[config.mk]
export PLATFORM = sky130hd
export DESIGN_NAME = multiplier
export DESIGN_NICKNAME = d
export VERILOG_FILES = /design/src/rtl/multiplier.sv
export SDC_FILE = /design/constraint.sdc
export NUM_CORES = 1
export LEC_CHECK = 0
export CAP_MARGIN = 20
export CORE_MARGIN = 3
export CORE_UTILIZATION = 65
export DETAILED_ROUTE_END_ITERATION = 16
export GPL_TIMING_DRIVEN = 1
export PLACE_DENSITY = 0.95
export REMOVE_ABC_BUFFERS = 1
export SYNTH_ARGS = -nofsm -noshare
export SYNTH_HDL_FRONTEND = slang
export SYNTH_SLANG_ARGS = --single-unit
[constraint.sdc]
create_clock -name clk -period 13.3 [get_ports clk]
set_clock_uncertainty 0.15 [all_clocks]
set_input_delay 1.33 -clock clk [delete_from_list [all_inputs] [get_ports clk]]
set_output_delay 1.33 -clock clk [all_outputs]
set_load 0.01 [all_outputs]
[src/rtl/multiplier.sv]
// Sequential shift-and-add 32x32 multiplier with signed/unsigned operand
// control and selectable product half. One iteration per clock in RUN.
// Optional feature macro: MULT_EARLY_EXIT_EN -- when defined, RUN ends as
// soon as the remaining multiplier magnitude becomes zero; results are the
// same either way, only the latency changes.
module multiplier (
    input  logic        clk,
    input  logic        rst,
    input  logic        start,
    input  logic        abort,
    input  logic [31:0] a,
    input  logic [31:0] b,
    input  logic        mult_half,
    input  logic        mult_signed_a,
    input  logic        mult_signed_b,
    output logic        busy,
    output logic        done,
    output logic [31:0] result
);

    typedef enum logic [1:0] {
        IDLE = 2'd0,
        RUN  = 2'd1,
        DONE = 2'd2
    } state_t;

    state_t      state_reg, state_next;

    logic [63:0] mcand_reg;     // multiplicand magnitude, shifted left each iteration
    logic [31:0] mplier_reg;    // multiplier magnitude, shifted right each iteration
    logic [63:0] acc_reg;       // running sum of partial products
    logic [4:0]  count_reg;     // iteration index 0..31
    logic        neg_reg;       // product sign
    logic        half_reg;      // latched half select
    logic [31:0] result_reg;

    logic [31:0] a_mag, b_mag;
    logic        sign_next;
    logic        accept;
    logic [63:0] acc_sum;
    logic [31:0] mplier_shift;
    logic [63:0] product;
    logic        last_iter;

    // Operand magnitudes and sign; 0x80000000 negates to itself, which is the
    // correct unsigned magnitude.
    always_comb begin
        a_mag     = (mult_signed_a && a[31]) ? (~a + 32'd1) : a;
        b_mag     = (mult_signed_b && b[31]) ? (~b + 32'd1) : b;
        sign_next = (mult_signed_a & a[31]) ^ (mult_signed_b & b[31]);
        accept    = (state_reg == IDLE) && start && !abort;
    end

    // One shift-and-add step plus the signed final product for the last step.
    always_comb begin
        acc_sum      = acc_reg + (mplier_reg[0] ? mcand_reg : 64'd0);
        mplier_shift = mplier_reg >> 1;
        product      = neg_reg ? (~acc_sum + 64'd1) : acc_sum;
`ifdef MULT_EARLY_EXIT_EN
        last_iter    = (count_reg == 5'd31) || (mplier_shift == 32'd0);
`else
        last_iter    = (count_reg == 5'd31);
`endif
    end

    // State register.
    always_ff @(posedge clk) begin
        if (rst) begin
            state_reg <= IDLE;
        end else begin
            state_reg <= state_next;
        end
    end

    // Next-state logic; abort overrides every transition, start only counts in IDLE.
    always_comb begin
        state_next = state_reg;
        case (state_reg)
            IDLE:    if (start) state_next = RUN;
            RUN:     if (last_iter) state_next = DONE;
            DONE:    state_next = IDLE;
            default: state_next = IDLE;
        endcase
        if (abort) begin
            state_next = IDLE;
        end
    end

    // Datapath: load operands on accept, iterate in RUN, capture result on the last step.
    always_ff @(posedge clk) begin
        if (rst) begin
            mcand_reg  <= 64'd0;
            mplier_reg <= 32'd0;
            acc_reg    <= 64'd0;
            count_reg  <= 5'd0;
            neg_reg    <= 1'b0;
            half_reg   <= 1'b0;
            result_reg <= 32'd0;
        end else if (accept) begin
            mcand_reg  <= {32'd0, a_mag};
            mplier_reg <= b_mag;
            acc_reg    <= 64'd0;
            count_reg  <= 5'd0;
            neg_reg    <= sign_next;
            half_reg   <= mult_half;
        end else if (state_reg == RUN && !abort) begin
            acc_reg    <= acc_sum;
            mplier_reg <= mplier_shift;
            mcand_reg  <= mcand_reg << 1;
            count_reg  <= count_reg + 5'd1;
            if (last_iter) begin
                result_reg <= half_reg ? product[63:32] : product[31:0];
            end
        end
    end

    assign busy   = (state_reg != IDLE);
    assign done   = (state_reg == DONE);
    assign result = result_reg;

endmodule

# [Yosys cells after proc, flatten, opt, wreduce, memory -nomap -nowiden]
# Index checks and enable logic that the tools add are counted.
[op_classes] n_bitwise=7 n_mux=12 eq_ne=5 addsub=5 reduce_logical=13
[op_table] op="32-bit 2-to-1 mux" count=7
[op_table] op="64-bit 2-to-1 mux" count=2
[op_table] op="32-bit by 1-bit adder with 32-bit output (second input constant)" count=2
[op_table] op="64-bit by 1-bit adder with 64-bit output (second input constant)" count=1
[op_table] op="64-bit adder" count=1
[op_table] op="32-bit NOT" count=2
[op_table] op="64-bit NOT" count=1
[op_table] op="5-bit by 1-bit adder with 5-bit output (second input constant)" count=1
[op_table] op="5-bit equality test (second input constant)" count=1
[op_table] op="1-bit logical AND" count=5
[op_table] op="2-bit 2-to-1 mux" count=2
[op_table] op="2-bit inequality test (second input constant)" count=2
[op_table] op="2-bit case mux with 2 select lines" count=1
[op_table] op="2-bit nonzero test" count=2
[op_table] op="2-bit OR reduction" count=2
[op_table] op="3-bit AND reduction" count=1
[op_table] op="1-bit AND" count=2
[op_table] op="2-bit by 1-bit equality test with 1-bit output (second input constant)" count=1
[op_table] op="2-bit equality test (second input constant)" count=1
[op_table] op="2-bit zero test" count=1
[op_table] op="2-bit AND reduction" count=1
[op_table] op="1-bit zero test" count=1
[op_table] op="1-bit NOT" count=1
[op_table] op="1-bit bitwise XOR" count=1
[totals] word_cells=51 register_bits=201 in_bits=71 output_inout_bits=34

# [Longest topological paths before layout]
# Gate-level depths: netlist of the first run.
[logic_depth] ltp_word=6 ltp_mapped=22 depth_no_buf=16

# [Worst setup path before layout of the first run]
# No wires, ideal clock.
[synth_path] path_type="register to register" startpoint="reg mplier_reg[0]" endpoint="reg result_reg[14] (netlist: result[14])" t_required_ns=13.083 n_path_buf=4 period_less_slack_ns=5.365 slack_ns=7.935 arrival_time_ns=5.147 setup_ns=0.067 stages_incl_launch_ff=21 path_cell_list="dfxtp_1 > clkbuf_1 > clkbuf_1 > and2_1 > ha_1 > inv_1 > fa_1 > nor2b_4 > o31a_1 > o211a_1 > o22ai_1 > a211o_1 > or4b_1 > or4_4 > or4b_1 > buf_2 > or3_1 > buf_4 > a32o_1 > a2111o_1 > a21oi_2"
[synth_between] elab_chain_cells=6
[synth_lines] item="start: declaration" line_no="30" rtl="logic [31:0] mplier_reg;"
[synth_lines] item="start signal: assignment" line_no="101" rtl="mplier_reg <= b_mag;"
[synth_lines] item="start signal: assignment" line_no="108" rtl="mplier_reg <= mplier_shift;"
[synth_lines] item="64-bit 2-to-1 mux (*)" line_no="56" rtl="acc_sum = acc_reg + (mplier_reg[0] ? mcand_reg : 64'd0);"
[synth_lines] item="64-bit adder (*)" line_no="56"
[synth_lines] item="64-bit NOT" line_no="58" rtl="product = neg_reg ? (~acc_sum + 64'd1) : acc_sum;"
[synth_lines] item="64-bit by 1-bit adder with 64-bit output" line_no="58"
[synth_lines] item="64-bit 2-to-1 mux (*)" line_no="58"
[synth_lines] item="32-bit 2-to-1 mux (*)" line_no="112" rtl="result_reg <= half_reg ? product[63:32] : product[31:0];"
[synth_lines] item="end signal: assignment" line_no="112"
[synth_lines] item="end: declaration" line_no="35" rtl="logic [31:0] result_reg;"
# Mark *: on every way between the ends. The rest lies on a longest branch, timed or not.
# A chain may end at the register's enable or synchronous reset.

# [Worst setup path after layout of the first run]
# Same ends and word-level chain as after synthesis.

==> out/results.tsv, run 1 <==
metric	value	unit
I/O Buffers	104	
Setup Buffers After CTS	0	
cell area power density	86.3	nW/µm²
YS warnings	0	
Initial DRC Count	1770	
Post-Syn Area	15800	µm²
period utilization	47.2	%
Cell Area, Placed	16800	µm²
Clk pin slew, worst setup/hold paths	0.06	ns
most common cell after layout, fill and taps aside	nand2_1	
gpl congestion	1.06	
final cell count without fillers	2556	
Die ar.	26100	µm²
FF+latch count, synth	201	
simple-gate portion of the synthesized area	28.3	%
final wirelength	51100	µm
hold_buf cts	0	
final setup fails	0	
Synth Area in XOR/XNOR	7.90	%
PostCTS Resize Cnt	0	
fin. max-slew vios	0	
CTS tree	done	
Placed Cells	2513	
cell taking the most area after synthesis	dfxtp_1	
Vert. Die Dim	162	µm
max-cap violations	0	
first-pass GRT wire length	80900	µm
Static Leak	0.00660	µW
Hold WC Path Type	reg2reg	
largest family of logic cells by synthesized area	simple AND/OR/NAND/NOR gates	
Bufs on Longest Clock Path	3	
iteration count of the initial detailed-routing pass	8	
Data arrival, critical path	6.58	ns
worst skew pair latency	0.52	ns
Max Freq	159	MHz
Max FO, Critical Path	33	
status	complete, no violations	
Synth area leaders	dfxtp_1 (26%), nand2_1 (11%), a21oi_1 (6.8%), ha_1 (5.4%), nor2_1 (5.1%)	
initial core utilization	66.7	%
GRT Overall Usage	37.0	%
Rows	56	
most frequent cells in the layout	nand2_1 (445), a21oi_1 (215), nor2_1 (214)	
RSZ-0062 raised after global routing	no	
Peak VDD IR	0.121	mV
total grt overflow	0	
post-synthesis adder-cell area fraction	5.53	%
HPWL after DPL	37500	µm
CTS sink cnt	201	
top-area cell type share of the netlist area	25.5	%
Post-Syn Instances	2218	
sequential-to-total area share from yosys stat	25.5	%
WP data required	13.61	ns
R2R cell count	14	
kind of critical path	reg2reg	
worst rel slew slack	22.4	%
Final nets	2360	
CP startpoint kind	register	
hold path cells	1	
fin util	74.5	%
DP Worst Slack	7.22	ns
CTS root buf	clkbuf_16	
P&R area growth vs syn	11.7	%
antenna cell count	0	
vias in the first global route	15700	
layout cell share with drive strength beyond 1	4.60	%
Post-route DRC	0	
number of distinct library cells after synthesis	87	
Top FF cell, synth	dfxtp_1	
TritonCTS Buffers	23	
largest net degree at the start of global routing	123	
Tightest Pin Transition	1.16	ns
Final min period	6.27	ns
antenna-violating nets left	0	
Synth Area in Compound Gates	26.8	%
top-level port count	105	
Fin. Hold Viols	0	
Post-synth EDFFs	0	
routed vias/inst	6.68	
core area	23600	µm²
setup tns final	0	ns
critical path endpoint category	register	
detailed-route via count	17100	
final worst slack	7.03	ns
WL per Instance	20.0	µm
final instance area	17600	µm²
mux contribution to synthesized area	1.22	%
initial antenna violation count	1	
Avg Cell Area, Syn	7.10	µm²
H-tree depth	1	
chip width	162	µm
ys async rst share	0	%
-- logic make-up after synthesis --
kind of cell               Yosys count
AOI/OAI and AO/OA                  638
and+or+nand+nor                    964
muxes                               19
adders and majority gates           69
xor gates and xnor gates           142
buffers and inverters              185
DFF                                201
-- path summary, 6_finish.rpt --
check                                 end  slack [ns]                  startpoint
setup / recovery  result[14]$_SDFFE_PP0P_        7.03  mplier_reg[0]$_SDFFE_PP0P_
hold / removal     result[4]$_SDFFE_PP0P_        0.31      result[4]$_SDFFE_PP0P_
setup reg to reg  result[14]$_SDFFE_PP0P_        7.03  mplier_reg[0]$_SDFFE_PP0P_
hold reg to reg    result[4]$_SDFFE_PP0P_        0.31      result[4]$_SDFFE_PP0P_
-- metrics by stage --
step                power (µW)  hold slack, ns
CTS                       1510           0.309
detailed placement         850           0.293
global placement           844           0.289
global route              1560           0.332
finish                    1520           0.310
floorplan                  773           0.287
-- report_power, final --
group          leakage (µW)  total [µW]  switching (µW)  internal (µW)
sequential          0.00163         630            12.4            617
combinational       0.00458         217             134           82.7
clock              0.000389         671             267            404
-- metal layers --
| metal | global-route usage [%] | wire length [µm] | up-vias |
|---|---|---|---|
| li1 | - | - | 7975 |
| met5 | 0 | 0 | - |
| met1 | 49.1 | 20800 | 7949 |
| met3 | 4.90 | 4400 | 200 |
| met2 | 60.6 | 23200 | 944 |
| met4 | 16.5 | 2700 | 0 |
-- critical path, cell delays in order (launching register included) --
cell,delay [ns]
dfxtp_1,0.93
and2_1,0.25
ha_1,0.35
a21oi_1,0.26
o21ai_1,0.14
a221oi_1,0.73
a21oi_1,0.34
or3_1,0.43
a32oi_1,0.18
nand4_1,0.31
or4b_1,0.76
or3_1,0.53
a32o_1,0.28
a2111o_1,0.42
a21oi_2,0.13
-- cell type report --
cell class | instances | area (µm²)
tap | 319 | 399
fill | 1856 | 6020
clock inverter | 15 | 195
clock buffer | 27 | 601
sequential | 201 | 4030
multi-input combinational | 1832 | 11000
timing repair buffer | 128 | 1240
inverter | 34 | 128
-- synth_stat cells, drive strengths merged (21+ instances only) --
cell type	n
o21ai	120
buf	22
nand3	21
ha	68
and2	77
nor3	43
a21oi	218
nor2	214
a211oi	25
a311oi	62
xnor2	82
a21o	23
o31ai	25
dfxtp	201
nor4	22
inv	34
nand4	25
xor2	60
clkbuf	129
nand2	446
(Power assumes the default switching activity.)
==> inputs of run 2 (changes only) <==
--- a/config.mk
+++ b/config.mk
@@ -7,10 +7,10 @@
 export LEC_CHECK = 0
 export CAP_MARGIN = 20
 export CORE_MARGIN = 3
-export CORE_UTILIZATION = 65
+export CORE_UTILIZATION = 55
 export DETAILED_ROUTE_END_ITERATION = 16
 export GPL_TIMING_DRIVEN = 1
-export PLACE_DENSITY = 0.95
+export PLACE_DENSITY = 0.89
 export REMOVE_ABC_BUFFERS = 1
 export SYNTH_ARGS = -nofsm -noshare
 export SYNTH_HDL_FRONTEND = slang
==> constraint.sdc (replaced) <==
create_clock -name clk -period 5.7 [get_ports clk]
set_clock_uncertainty 0.15 [all_clocks]
set_input_delay 0.57 -clock clk [delete_from_list [all_inputs] [get_ports clk]]
set_output_delay 0.57 -clock clk [all_outputs]
set_load 0.01 [all_outputs]
==> out/results.tsv, run 2 (same netlist as run 1, synthesis figures left out) <==
metric	value	unit	change
Static Leak	0.00696	µW	was 0.00660 µW
Clk pin slew, worst setup/hold paths	0.06	ns	about the same
Vert. Die Dim	175	µm	was 162 µm
fin. max-slew vios	0		unchanged
kind of critical path	reg2reg		unchanged
H-tree depth	1		unchanged
I/O Buffers	104		unchanged
antenna cell count	0		unchanged
Bufs on Longest Clock Path	3		unchanged
top-level port count	105		unchanged
Initial DRC Count	1607		was 1770
worst skew pair latency	0.54	ns	was 0.52 ns
TritonCTS Buffers	24		was 23
CTS tree	done		unchanged
P&R area growth vs syn	15.6	%	was 11.7%
initial antenna violation count	1		unchanged
routed vias/inst	6.36		was 6.68
final-layout fill cell count	2480		was 1856
Buffers & Inverters on Critical Path	4		was 0
CTS sink cnt	201		unchanged
total grt overflow	0		unchanged
setup tns final	0	ns	unchanged
vias in the first global route	16000		was 15700
Fin. Hold Viols	0		unchanged
Final min period	5.43	ns	was 6.27 ns
Rows	61		was 56
final wirelength	54500	µm	was 51100 µm
crit-path cells	buf_4 > buf_4 > and2_1 > ha_1 > nand4_1 > nor3_1 > o2111ai_1 > nand3_1 > xor2_1 > a211oi_1 > buf_4 > nand3b_1 > or4_1 > buf_4 > o41ai_1 > xor2_1 > a21oi_1		was and2_1 > ha_1 > a21oi_1 > o21ai_1 > a221oi_1 > a21oi_1 > or3_1 > a32oi_1 > nand4_1 > or4b_1 > or3_1 > a32o_1 > a2111o_1 > a21oi_2
CTS root buf	clkbuf_16		unchanged
initial core utilization	56.2	%	was 66.7%
most frequent cells in the layout	nand2_1 (445), nor2_1 (214), a21oi_1 (213)		was nand2_1 (445), a21oi_1 (215), nor2_1 (214)
detailed-route via count	17100		about the same
Max Freq	184	MHz	was 159 MHz
delay-heaviest family, CP	simple AND/OR/NAND/NOR gates		was compound AO/OA/AOI/OAI gates
WL per Instance	20.3	µm	was 20.0 µm
RSZ-0062 raised after global routing	no		unchanged
max-cap violations	0		unchanged
chip width	175	µm	was 162 µm
status	complete, no violations		unchanged
Data arrival, critical path	5.67	ns	was 6.58 ns
fin util	65.0	%	was 74.5%
antenna-violating nets left	0		unchanged
Peak VDD IR	0.206	mV	was 0.121 mV
largest net degree at the start of global routing	80		was 123
Die ar.	30700	µm²	was 26100 µm²
layout cell share with drive strength beyond 1	7.42	%	was 4.60%
Final nets	2427		was 2360
final setup fails	0		unchanged
Hold WC Path Type	reg2reg		unchanged
HPWL after DPL	42000	µm	was 37500 µm
core area	28000	µm²	was 23600 µm²
Tightest Pin Transition	1.04	ns	was 1.16 ns
iteration count of the initial detailed-routing pass	7		was 8
CP dominant cell by count	buf_4		
critical path endpoint category	register		unchanged
cell area power density	201	nW/µm²	was 86.3 nW/µm²
GRT Overall Usage	34.3	%	was 37.0%
gpl congestion	1.03		was 1.06
period utilization	95.2	%	was 47.2%
WP data required	5.94	ns	was 13.61 ns
first-pass GRT wire length	86400	µm	was 80900 µm
most common cell after layout, fill and taps aside	nand2_1		unchanged
Post-route DRC	0		unchanged
worst rel slew slack	30.3	%	was 22.4%
Max FO, Critical Path	23		was 33
CP startpoint kind	register		unchanged
CP max-delay cell	dfxtp_2		was dfxtp_1
slowest stage delay, CP	0.49	ns	was 0.93 ns
-- run 2: power by group --
group	total, µW	internal, µW	switching [µW]
combinational	531	213	317
sequential	1470	1440	31.3
clock	1650	1010	637
total	3650	2670	985
-- run 2: worst paths after layout --
| check | endpoint | slack [ns] | from | cells past startpoint |
|---|---|---|---|---|
| worst min register to register | acc_reg[11]$_SDFFE_PP0P_ | 0.31 | acc_reg[11]$_SDFFE_PP0P_ | 2 |
| worst min-delay path | acc_reg[11]$_SDFFE_PP0P_ | 0.31 | acc_reg[11]$_SDFFE_PP0P_ | 2 |
| worst max-delay path | result[27]$_SDFFE_PP0P_ | 0.27 | mplier_reg[0]$_SDFFE_PP0P_ | 17 |
| worst max register to register | result[27]$_SDFFE_PP0P_ | 0.27 | mplier_reg[0]$_SDFFE_PP0P_ | 17 |
-- run 2: what timing repair did --
item,4_1_cts,5_1_grt
hold buffers,0,0
resized for setup,0,3
setup buffers,0,0
setup endpoints to repair,0,26
-- run 2: final cells by class --
type                       instances  area, µm²  area share (%)
tap                              378        473            2.60
clock buffer                      33        674            3.70
sequential                       201       4030            22.1
multi-input combinational       1832      11000            60.5
timing repair buffer             194       1720            9.47
inverter                          34        128           0.701
clock inverter                    10        169           0.928
-- run 2: stage by stage --
step / worst slack (ns) / cell area [µm²] / hold slack, ns / total power [µW] / instances
finish: 0.272 / 18200 / 0.311 / 3650 / 2682
global route: 0.0125 / 18200 / 0.324 / 3760 / 2682
CTS: 0.171 / 18200 / 0.312 / 3650 / 2682
detailed placement: 0.220 / 17400 / 0.297 / 2020 / 2639
global placement: 0.270 / 17400 / 0.289 / 2010 / 2639
floorplan: 0.0559 / 15100 / 0.287 / 1800 / 2067
-- run 2: tightest hold or removal path, cell delays in order, from the launching register on --
cell and delay [ns]:
dfxtp_1 0.31, nand2_1 0.05, a21oi_1 0.05
-- run 2: routing by layer --
layer	GRT usage (%)	up-vias	wire length, µm
met4	16.4	0	3210
met5	0	-	0
met1	45.9	8028	23100
li1	-	8107	-
met2	54.5	766	24100
met3	4.89	158	4190
